--- src/rtl/swervolf_arb_pkg.sv ---
// Shared types and constants for the SweRVolf RAM-port Wishbone arbiter.
package swervolf_arb_pkg;

  localparam int WB_DW = 32;
  localparam int WB_SW = 4;

  typedef enum logic [1:0] {
    IDLE = 2'd0,
    GNT0 = 2'd1,
    GNT1 = 2'd2
  } arb_state_e;

  // Index of a master: 0 = CPU data port, 1 = debug/DMA loader.
  typedef logic grant_t;

  function automatic arb_state_e gnt_state(input grant_t g);
    return g ? GNT1 : GNT0;
  endfunction

endpackage

--- src/rtl/swervolf_arb_timeout.sv ---
// Bus watchdog for the RAM arbiter: counts cycles a strobe waits for ack and
// flags expiry when the wait reaches TIMEOUT. Only built with
// SWERVOLF_ARB_TIMEOUT_EN defined.
module swervolf_arb_timeout #(
  parameter int TIMEOUT = 255
) (
  input  logic clk,
  input  logic rstn,
  input  logic i_stb,
  input  logic i_ack,
  output logic o_expire
);

  localparam int CW = $clog2(TIMEOUT + 1);

  logic [CW-1:0] count_q, count_d;
  logic          hit;

  assign hit = (count_q == CW'(TIMEOUT));

  // A same-cycle ack wins over expiry so a late-but-valid response is delivered.
  assign o_expire = i_stb && !i_ack && hit;

  // Next count: restart on ack, idle strobe or expiry, otherwise keep counting.
  always_comb begin
    count_d = count_q + CW'(1);
    if (!i_stb || i_ack || hit) begin
      count_d = '0;
    end
  end

  // Wait counter register.
  always_ff @(posedge clk or negedge rstn) begin
    if (!rstn) begin
      count_q <= '0;
    end else begin
      count_q <= count_d;
    end
  end

endmodule

--- src/rtl/swervolf_wb_ram_arb.sv ---
// Two-master Wishbone classic arbiter in front of the on-chip RAM.
// Round-robin grant, locked for the whole cyc envelope of the owner.
// Define SWERVOLF_ARB_TIMEOUT_EN to add a watchdog that answers a hung
// slave with a one-cycle err to the granted master.
//
// state | meaning
// IDLE  | no master owns the RAM port
// GNT0  | CPU data port (m0) owns the port until it drops cyc
// GNT1  | debug/DMA loader (m1) owns the port until it drops cyc
module swervolf_wb_ram_arb
  import swervolf_arb_pkg::*;
#(
  parameter int AW      = 16,
  parameter int TIMEOUT = 255
) (
  input  logic             clk,
  input  logic             rstn,
  input  logic             i_m0_cyc,
  input  logic             i_m0_stb,
  input  logic             i_m0_we,
  input  logic [AW-1:0]    i_m0_adr,
  input  logic [WB_DW-1:0] i_m0_dat,
  input  logic [WB_SW-1:0] i_m0_sel,
  output logic [WB_DW-1:0] o_m0_rdt,
  output logic             o_m0_ack,
  output logic             o_m0_err,
  input  logic             i_m1_cyc,
  input  logic             i_m1_stb,
  input  logic             i_m1_we,
  input  logic [AW-1:0]    i_m1_adr,
  input  logic [WB_DW-1:0] i_m1_dat,
  input  logic [WB_SW-1:0] i_m1_sel,
  output logic [WB_DW-1:0] o_m1_rdt,
  output logic             o_m1_ack,
  output logic             o_m1_err,
  output logic             o_s_cyc,
  output logic             o_s_stb,
  output logic             o_s_we,
  output logic [AW-1:0]    o_s_adr,
  output logic [WB_DW-1:0] o_s_dat,
  output logic [WB_SW-1:0] o_s_sel,
  input  logic [WB_DW-1:0] i_s_rdt,
  input  logic             i_s_ack
);

  if (TIMEOUT < 1 || TIMEOUT > 65535) begin : g_timeout_range
    $error("swervolf_wb_ram_arb: TIMEOUT must be within 1..65535");
  end

  arb_state_e state_q, state_d;
  grant_t     last_grant_q, last_grant_d;
  logic       gnt0, gnt1, stb_raw;

  // Next grant: round-robin on a tie in IDLE, hand over directly on release.
  always_comb begin
    state_d      = state_q;
    last_grant_d = last_grant_q;
    case (state_q)
      IDLE: begin
        if (i_m0_cyc && i_m1_cyc) begin
          state_d = gnt_state(~last_grant_q);
        end else if (i_m0_cyc) begin
          state_d = GNT0;
        end else if (i_m1_cyc) begin
          state_d = GNT1;
        end
      end
      GNT0: begin
        if (!i_m0_cyc) begin
          last_grant_d = 1'b0;
          state_d      = i_m1_cyc ? GNT1 : IDLE;
        end
      end
      GNT1: begin
        if (!i_m1_cyc) begin
          last_grant_d = 1'b1;
          state_d      = i_m0_cyc ? GNT0 : IDLE;
        end
      end
      default: state_d = IDLE;
    endcase
  end

  // Grant state and round-robin pointer; last_grant starts at 1 so m0 wins the first tie.
  always_ff @(posedge clk or negedge rstn) begin
    if (!rstn) begin
      state_q      <= IDLE;
      last_grant_q <= 1'b1;
    end else begin
      state_q      <= state_d;
      last_grant_q <= last_grant_d;
    end
  end

  assign gnt0 = (state_q == GNT0);
  assign gnt1 = (state_q == GNT1);

  // Owner's cyc/stb pass through only while it holds the grant; the release
  // cycle (grant still held, cyc already low) shows an idle bus.
  assign o_s_cyc = (gnt0 && i_m0_cyc) || (gnt1 && i_m1_cyc);
  assign stb_raw = (gnt0 && i_m0_cyc && i_m0_stb) || (gnt1 && i_m1_cyc && i_m1_stb);
  assign o_s_we  = gnt1 ? i_m1_we  : i_m0_we;
  assign o_s_adr = gnt1 ? i_m1_adr : i_m0_adr;
  assign o_s_dat = gnt1 ? i_m1_dat : i_m0_dat;
  assign o_s_sel = gnt1 ? i_m1_sel : i_m0_sel;

  assign o_m0_rdt = i_s_rdt;
  assign o_m1_rdt = i_s_rdt;
  assign o_m0_ack = gnt0 && i_s_ack;
  assign o_m1_ack = gnt1 && i_s_ack;

`ifdef SWERVOLF_ARB_TIMEOUT_EN
  logic expire;

  swervolf_arb_timeout #(
    .TIMEOUT(TIMEOUT)
  ) u_timeout (
    .clk     (clk),
    .rstn    (rstn),
    .i_stb   (stb_raw),
    .i_ack   (i_s_ack),
    .o_expire(expire)
  );

  // The expiring beat is withdrawn from the slave while err goes to the owner.
  assign o_s_stb  = stb_raw && !expire;
  assign o_m0_err = gnt0 && expire;
  assign o_m1_err = gnt1 && expire;
`else
  assign o_s_stb  = stb_raw;
  assign o_m0_err = 1'b0;
  assign o_m1_err = 1'b0;
`endif

endmodule

--- config.mk ---
export PLATFORM = sky130hd
export DESIGN_NAME = swervolf_wb_ram_arb
export DESIGN_NICKNAME = d
export VERILOG_FILES = /design/src/rtl/swervolf_arb_pkg.sv /design/src/rtl/swervolf_arb_timeout.sv /design/src/rtl/swervolf_wb_ram_arb.sv
export SDC_FILE = /design/constraint.sdc
export NUM_CORES = 1
export LEC_CHECK = 0
export ABC_CLOCK_PERIOD_IN_PS = 3100
export CORE_AREA = 5 5 101 103
export CTS_CLUSTER_DIAMETER = 150
export DETAILED_ROUTE_END_ITERATION = 6
export DIE_AREA = 0 0 106 108
export PLACE_DENSITY = 0.75
export SLEW_MARGIN = 20
export SYNTH_ARGS = -nofsm -noshare
export SYNTH_HDL_FRONTEND = slang
export SYNTH_SLANG_ARGS = --single-unit
--- constraint.sdc ---
create_clock -name clk -period 3.1 [get_ports clk]
set_input_delay 0.31 -clock clk [delete_from_list [all_inputs] [get_ports clk]]
set_output_delay 0.31 -clock clk [all_outputs]
set_load 0.03 [all_outputs]
**After elaboration in Yosys (flattened, before gate mapping)**

Cells that the tools add are included.

- Input bits: 145
- Output and inout port bits: 123
- Register bits after elaboration: 3
- Logic and storage cells: 36

- Equal/unequal tests: 5
- Reduce and logical (&&, ||, !) cells: 13
- Muxes and demuxes: 16

Operator list:

| kind | count |
|---|---|
| $mux 32 | 1 |
| $mux 16 | 1 |
| $mux 2 | 7 |
| $logic_and 1x1->1 | 7 |
| $pmux 2 s3 | 1 |
| $reduce_and 3->1 | 2 |
| $mux 1 | 4 |
| $mux 4 | 1 |
| $ne 2x2->1 const B | 2 |
| $ne 4x4->1 const B | 1 |
| $eq 2x1->1 const B | 1 |
| $eq 2x2->1 const B | 1 |
| $logic_not 2->1 | 1 |
| $logic_or 1x1->1 | 2 |
| $pmux 1 s2 | 1 |
| $reduce_bool 2->1 | 1 |

**Depth between registers and ports, before layout**

Gate-level depths: netlist of run 1.

- Depth in word-level cells: 4
- Gate-level depth with buffers: 4

**Worst setup path before layout of run 1**

Ideal clock, no wire load.

- Kind: register -> output
- Start: reg state_q[0]
- End: out o_s_stb
- Required time: 2.790 ns
- Arrival: 1.574 ns
- Buffers on the path: 1
- Cell stages (with the launch flop): 5
- Setup slack: 1.216 ns
- Cell sequence: dfrtp_1 > inv_4 > nand2_8 > buf_12 > o32ai_1

- Longest elaborated chain between the ends: 4
- Elaborated cells between the ends (all ways): 7
- Those cells by class: eq/ne (2); reduce/logical (5)

RTL lines:

| element | line | text |
|---|---|---|
| start: declaration | swervolf_wb_ram_arb.sv:50 | `arb_state_e state_q, state_d;` |
| start signal: assignment | swervolf_wb_ram_arb.sv:90 | `state_q <= state_d;` |
| $eq 2x1->1 or $eq 2x2->1 (tied branches) | swervolf_wb_ram_arb.sv:95, swervolf_wb_ram_arb.sv:96 |  |
| $logic_and 1x1->1 (2 in series) | swervolf_wb_ram_arb.sv:101 | `assign stb_raw = (gnt0 && i_m0_cyc && i_m0_stb) \|\| (gnt1 && i_m1_cyc && i_m1_stb);` |
| $logic_or 1x1->1 * | swervolf_wb_ram_arb.sv:101 |  |
| end: declaration | swervolf_wb_ram_arb.sv:37 | `output logic o_s_stb,` |

Every way passes the cells marked *; elsewhere a longest branch is shown, timed or not.

**Final worst setup path of run 1**

- Start: reg state_q[1]
- End: out o_s_dat[4]

- Longest elaborated chain between the ends: 2

RTL lines:

| element | line | text |
|---|---|---|
| $eq 2x2->1 | swervolf_wb_ram_arb.sv:96 | `assign gnt1 = (state_q == GNT1);` |
| $mux 32 | swervolf_wb_ram_arb.sv:104 | `assign o_s_dat = gnt1 ? i_m1_dat : i_m0_dat;` |
| end: declaration | swervolf_wb_ram_arb.sv:40 | `output logic [WB_DW-1:0] o_s_dat,` |

No other way between the ends.

==> impl_metrics.csv, run 1 <==
group,metric,value,unit
outcome,status,"complete, no violations",
critical_path,r2r_end,"state_q[1]",
pwr,leakage,1.24,nW
final_layout,layout.nets,398,
synthesis,ys_warn_count,0,
route,post_drt_wl_per_cell,18.3,microns
route,drtPass1Iterations,3,
route,routed_wl,6660,microns
synthesis,ys_ff_latch,3,
route,drt-initial-drc-count,44,
timing,tns,0,ps
clock_network,cts_resized,0,
synthesis,synthTopCellsByArea,"mux2_4 (45%), buf_4 (31%), buf_12 (6.3%)",
critical_path,r2r_start,"state_q[1]",
timing,finalSetupViolations,0,
clock_network,postCtsSetupRepairBufs,0,
timing,tightestPinTransition,586,ps
synthesis,synthDistinctLibCells,22,
global_routing,grt_pass1_vias,1466,
critical_path,critical-path-top-delay-family,"buffers and inverters",
route,viasPerCell,3.78,
floorplanning,initial_core_util,17.5,%
placed_design,pre_cts_ws,783,ps
route,vias,1373,
pwr,p_per_area,408,nW/um^2
clock_network,clock_path_buffers,2,
clock_network,worstSkewPairLatency,210,ps
synthesis,synthTopCellsByCount,"buf_4 (66), mux2_4 (48), buf_12 (5), mux2_2 (5), nor2_1 (4)",
timing,slew_headroom,60.9,%
timing,setup_ws,543,ps
final_layout,diodes,0,
floorplanning,num_rows,35,
synthesis,postSynth.asyncResetShare,100,%
critical_path,crit_type,"reg -> out",
critical_path,rr_worst_depth,3,
route,postRouteAntennaNets,0,
critical_path,path_buf_inv,1,
placed_design,gp_congestion,0.818,
synthesis,synth_most_common_cell,"buf_4",
synthesis,synth.cell_area,1590,sq um
synthesis,yosysSeqAreaShare,4.79,%
final_layout,instances_no_fill,363,
clock_network,cts_made_buffers,3,
synthesis,syn_inst,150,
synthesis,synth_top_area_cell,"mux2_4",
clock_network,path_clk_slew,30,ps
final_layout,syn_to_final_growth,79.7,%
floorplanning,num_io_pins,268,
hold_path,hold_path.class,"in -> async",
synthesis,synth_edf_count,0,
critical_path,worstPathCellList,"nand2_8 -> mux2_4 -> clkdlybuf4s50_1",
critical_path,required,2790,ps
placed_design,placedInstanceArea,2820,sq um
clock_network,cts_tree,"done",
placed_design,hpwlAfterDp,5700,microns
final_layout,fin_area,2860,sq um
floorplanning,coreArea,9110,sq um
global_routing,grt_util_all_layers,10.1,%
critical_path,critPathMaxFanout,55,
global_routing,grt_pass1_wl,8860,microns
timing,drv_slew,0,
critical_path,r2r_slack,2090,ps
critical_path,crit_path_top_delay_cell,"clkdlybuf4s50_1",
timing,fin_crit_sh,82.5,%
critical_path,worstSetupStartpointType,"flip-flop",
clock_network,clkSinkCount,3,
placed_design,dp.cells,359,
synthesis,synth.avg_cell_area,10.6,sq um
floorplanning,fp.dieH,108,microns
global_routing,antenna_found_initial,0,
global_routing,grt_max_degree,56,
critical_path,end_kind,"primary output",
final_layout,final_layout_size_suffix_gt1_share,23.8,%
clock_network,ctsHtreeMaxLevel,1,
placed_design,port_buffers,169,
clock_network,clockRootBuffer,"clkbuf_8",
job,maxCapViolations,0,
timing,post-route-min-period,2560,ps
timing,hold_ws,296,ps
timing,worst_clock_skew,0.248,ps
critical_path,critPathMaxStageDelay,610,ps
clock_network,hold_buffers,0,
synthesis,synthFlopType,"dfrtp_1",
route,drcViolationCount,0,
timing,rsz0062_at_grt,"no",
global_routing,grt_overflow,0,
floorplanning,die-area,11400,sq um
critical_path,arrival,2250,ps
pwr,peakVddDrop,0.233,mV
timing,fmax,391,MHz
timing,hold_viol_final,0,
floorplanning,die_w,106,microns
synthesis,netlist.area_leader.share,45.2,%
sequential cells by signal, indices dropped and copies added, names as in the netlist:
name          count
state_q           2
last_grant_q      1
per-stage QoR:
stage	utilization (%)	power, mW
3_3_place_gp	30.9	1.05
4_1_cts	31.4	1.18
5_1_grt	31.4	1.22
6_report	31.4	1.17
2_1_floorplan	-	0.864
3_5_place_dp	30.9	1.06
cell usage in the layout (no fill, tap or decap):
master | netlist | final
a21oi_1 | 1 | 1
and2_1 | 1 | 1
and3_2 | 1 | 1
clkbuf_1 | 0 | 1
clkbuf_8 | 1 | 3
clkdlybuf4s50_1 | 0 | 169
conb_1 | 1 | 2
dfrtp_1 | 2 | 2
dfstp_2 | 1 | 1
inv_1 | 3 | 3
inv_4 | 1 | 1
mux2_2 | 5 | 5
mux2_4 | 48 | 48
nand2_1 | 1 | 1
nand2_8 | 1 | 1
nand2b_1 | 1 | 1
nand3b_1 | 1 | 1
nor2_1 | 4 | 4
nor3b_1 | 1 | 1
o21ai_0 | 3 | 3
o22ai_1 | 1 | 1
o32ai_1 | 1 | 1
worst max-delay path by stage:
stage                           from          to  slack, ps  cells past startpoint
final                     state_q[1]  o_s_dat[4]        540                      3
after CTS                 state_q[1]  o_s_dat[4]        530                      3
after floorplan           state_q[0]     o_s_stb       1220                      4
after global placement    state_q[1]     o_s_stb        810                      3
after global routing      state_q[1]     o_s_stb        450                      3
after detailed placement  state_q[1]  o_s_dat[4]        780                      3
power breakdown:
group          switching [mW]  internal [mW]
sequential             0.0189         0.0567
combinational           0.459          0.521
clock                  0.0252         0.0876
total                   0.503          0.666
routing by layer:
layer	GRT usage (%)	share of wire, %
met1	11.9	39
met2	17.0	48
met3	3.88	12
met4	2.96	0.90
met5	0	0
cell families after synthesis:
| group | after synthesis | share of synthesized area, % |
|---|---|---|
| buf+inv | 76 | 39.4 |
| mux | 53 | 48.8 |
| simple gates | 11 | 4.64 |
| compound gates | 6 | 2.20 |
| flops | 3 | 4.79 |
| other cells | 1 | 0.235 |
final cells by class:
cell class,count,area (sq um)
tap,111,139
clock buffer,4,45.0
sequential,3,76.3
inverter,4,17.5
multi-input combinational,72,893
timing repair buffer,169,1690
fill,923,6250
No activity file was read; power rests on OpenSTA's default activity.
==> inputs of run 2 (changes only) <==
--- a/config.mk
+++ b/config.mk
@@ -5,12 +5,12 @@
 export SDC_FILE = /design/constraint.sdc
 export NUM_CORES = 1
 export LEC_CHECK = 0
-export ABC_CLOCK_PERIOD_IN_PS = 3100
-export CORE_AREA = 5 5 101 103
+export ABC_CLOCK_PERIOD_IN_PS = 2370
+export CORE_AREA = 5 5 99 101
 export CTS_CLUSTER_DIAMETER = 150
 export DETAILED_ROUTE_END_ITERATION = 6
-export DIE_AREA = 0 0 106 108
-export PLACE_DENSITY = 0.75
+export DIE_AREA = 0 0 104 106
+export PLACE_DENSITY = 0.77
 export SLEW_MARGIN = 20
 export SYNTH_ARGS = -nofsm -noshare
 export SYNTH_HDL_FRONTEND = slang
==> constraint.sdc (replaced) <==
create_clock -name clk -period 2.37 [get_ports clk]
set_input_delay 0.237 -clock clk [delete_from_list [all_inputs] [get_ports clk]]
set_output_delay 0.237 -clock clk [all_outputs]
set_load 0.03 [all_outputs]
==> impl_metrics.csv, run 2 (synthesized netlist as in run 1, its figures left out) <==
group,metric,value,unit
timing,fmax,435,MHz
final_layout,multi_input_area,893,sq um
critical_path,r2r_slack,1390,ps
timing,tns,0,ps
critical_path,rr_worst_depth,3,
floorplanning,die-area,11000,sq um
final_layout,instances_no_fill,366,
clock_network,postCtsSetupRepairBufs,0,
placed_design,gp_congestion,0.875,
clock_network,clock_path_buffers,2,
final_layout,layout_commonest_cell,"clkdlybuf4s50_1",
critical_path,r2r_start,"state_q[1]",
timing,finalSetupViolations,0,
route,viasPerCell,3.75,
timing,rsz0062_at_grt,"no",
floorplanning,num_io_pins,268,
route,drt-initial-drc-count,20,
global_routing,antenna_found_initial,0,
global_routing,grt_overflow,0,
timing,fin_crit_sh,97.0,%
critical_path,required,2130,ps
timing,hold_viol_final,0,
route,post_drt_wl_per_cell,17.2,microns
floorplanning,num_rows,35,
clock_network,cts_tree,"done",
pwr,peakVddDrop,0.401,mV
critical_path,arrival,2060,ps
clock_network,clkSinkCount,3,
route,drcViolationCount,0,
final_layout,final_layout_size_suffix_gt1_share,25.1,%
route,route.met3.wl,659,microns
critical_path,critPathMaxFanout,21,
final_layout,reg_top3,"state_q: 2 flops, last_grant_q: 1 flops",
final_layout,layout.nets,401,
job,maxCapViolations,0,
pwr,power.total,1.54,mW
final_layout,most-common-layout-cells,"clkdlybuf4s50_1 (137), mux2_4 (48), dlymetal6s2s_1 (32)",
clock_network,clockRootBuffer,"clkbuf_8",
global_routing,grt_max_degree,22,
clock_network,path_clk_slew,30,ps
global_routing,grt_pass1_vias,1501,
route,postRouteAntennaNets,0,
final_layout,fill_cells,892,
final_layout,largest_register_ffs,2,
final_layout,syn_to_final_growth,88.6,%
clock_network,cts_made_buffers,3,
route,vias,1374,
route,route.met2.wl,2850,microns
global_routing,grt_util_all_layers,10.1,%
critical_path,end_kind,"primary output",
floorplanning,coreArea,8930,sq um
floorplanning,fp.dieH,106,microns
clock_network,worstSkewPairLatency,220,ps
critical_path,crit_type,"reg -> out",
final_layout,largest_register,"state_q",
placed_design,hpwlAfterDp,5230,microns
hold_path,hold_path.class,"in -> async",
floorplanning,die_w,104,microns
floorplanning,initial_core_util,17.8,%
route,m1WireLength,2720,microns
timing,worst_clock_skew,2.59,ps
pwr,leakage,1.56,nW
global_routing,grt_pass1_wl,9010,microns
route,highest_layer,"met4",
timing,post-route-min-period,2300,ps
critical_path,worstSetupStartpointType,"flip-flop",
critical_path,r2r_end,"state_q[1]",
route,drtPass1Iterations,4,
outcome,status,"complete, no violations",
placed_design,port_buffers,169,
pwr,p_per_area,514,nW/um^2
final_layout,seq_area,77.6,sq um
clock_network,hold_buffers,0,
route,routed_wl,6290,microns
clock_network,ctsHtreeMaxLevel,1,
final_layout,diodes,0,
timing,drv_slew,0,
placed_design,dp.cells,362,
==> run 2: cell types whose count changed in the layout (fill, tap and decap cells not counted), sizes merged <==
cell,previous run,this run
buf,0,3
clkdlybuf4s50,169,137
dlymetal6s2s,0,32
==> run 2: report_power, final <==
group	switching [mW]	internal [mW]	leakage, nW
Sequential	0.0256	0.0750	0.0344
Combinational	0.596	0.699	1.50
Clock	0.0341	0.115	0.0228
==> run 2: how the worst max path moves through the flow <==
stage,from,end,slack (ps),cells after the start
finish,state_q[0],o_s_dat[1],70,5
global route,state_q[0],o_s_dat[1],0.9,5
CTS,state_q[0],o_s_dat[6],30,5
detailed placement,state_q[1],o_s_dat[0],230,4
global placement,i_m1_cyc,o_s_stb,280,4
floorplan,state_q[0],o_s_stb,560,4
==> run 2: metal layers <==
metal,up-vias,track usage (%)
met5,-,0
met4,0,2.41
met3,12,4.07
met2,119,15.5
met1,597,13.1
li1,646,-
==> run 2: critical path, stage by stage, from the launching register on <==
cell             delay, ps
dfrtp_1                430
inv_4                   90
nand2_8                220
buf_12                 190
mux2_4                 300
clkdlybuf4s50_1        600
==> run 2: layout make-up <==
class                           count  area share (%)
Timing Repair Buffer              172            61.0
Multi-Input combinational cell     72            29.7
Tap cell                          111            4.62
Sequential cell                     3            2.58
Clock buffer                        4            1.50
Inverter                            4           0.583
==> run 2: timing repair <==
item | 4_1_cts | 5_1_grt
endpoints found under the setup margin | 16 | 32
resized for setup | 1 | 32
hold endpoints to repair | 0 | 0
cloned | 0 | 0
==> run 2: metrics by stage <==
| stage | instance area, sq um | hold slack [ps] | utilization (%) | setup slack, ps |
|---|---|---|---|---|
| 2_1_floorplan | 1600 | -58.6 | - | 559 |
| 3_3_place_gp | 2880 | 424 | 32.2 | 283 |
| 3_5_place_dp | 2880 | 429 | 32.2 | 227 |
| 4_1_cts | 2920 | 197 | 32.7 | 30.5 |
| 5_1_grt | 3000 | 207 | 33.6 | 0.923 |
| 6_report | 3000 | 201 | 33.6 | 70.7 |
==> inputs of run 3 (changes only) <==
--- a/config.mk
+++ b/config.mk
@@ -11,6 +11,7 @@
 export DETAILED_ROUTE_END_ITERATION = 6
 export DIE_AREA = 0 0 104 106
 export PLACE_DENSITY = 0.77
+export SKIP_LAST_GASP = 1
 export SLEW_MARGIN = 20
 export SYNTH_ARGS = -nofsm -noshare
 export SYNTH_HDL_FRONTEND = slang
==> results of run 3 <==
Same layout as run 2: the final DEF is identical, and so are final timing and power.
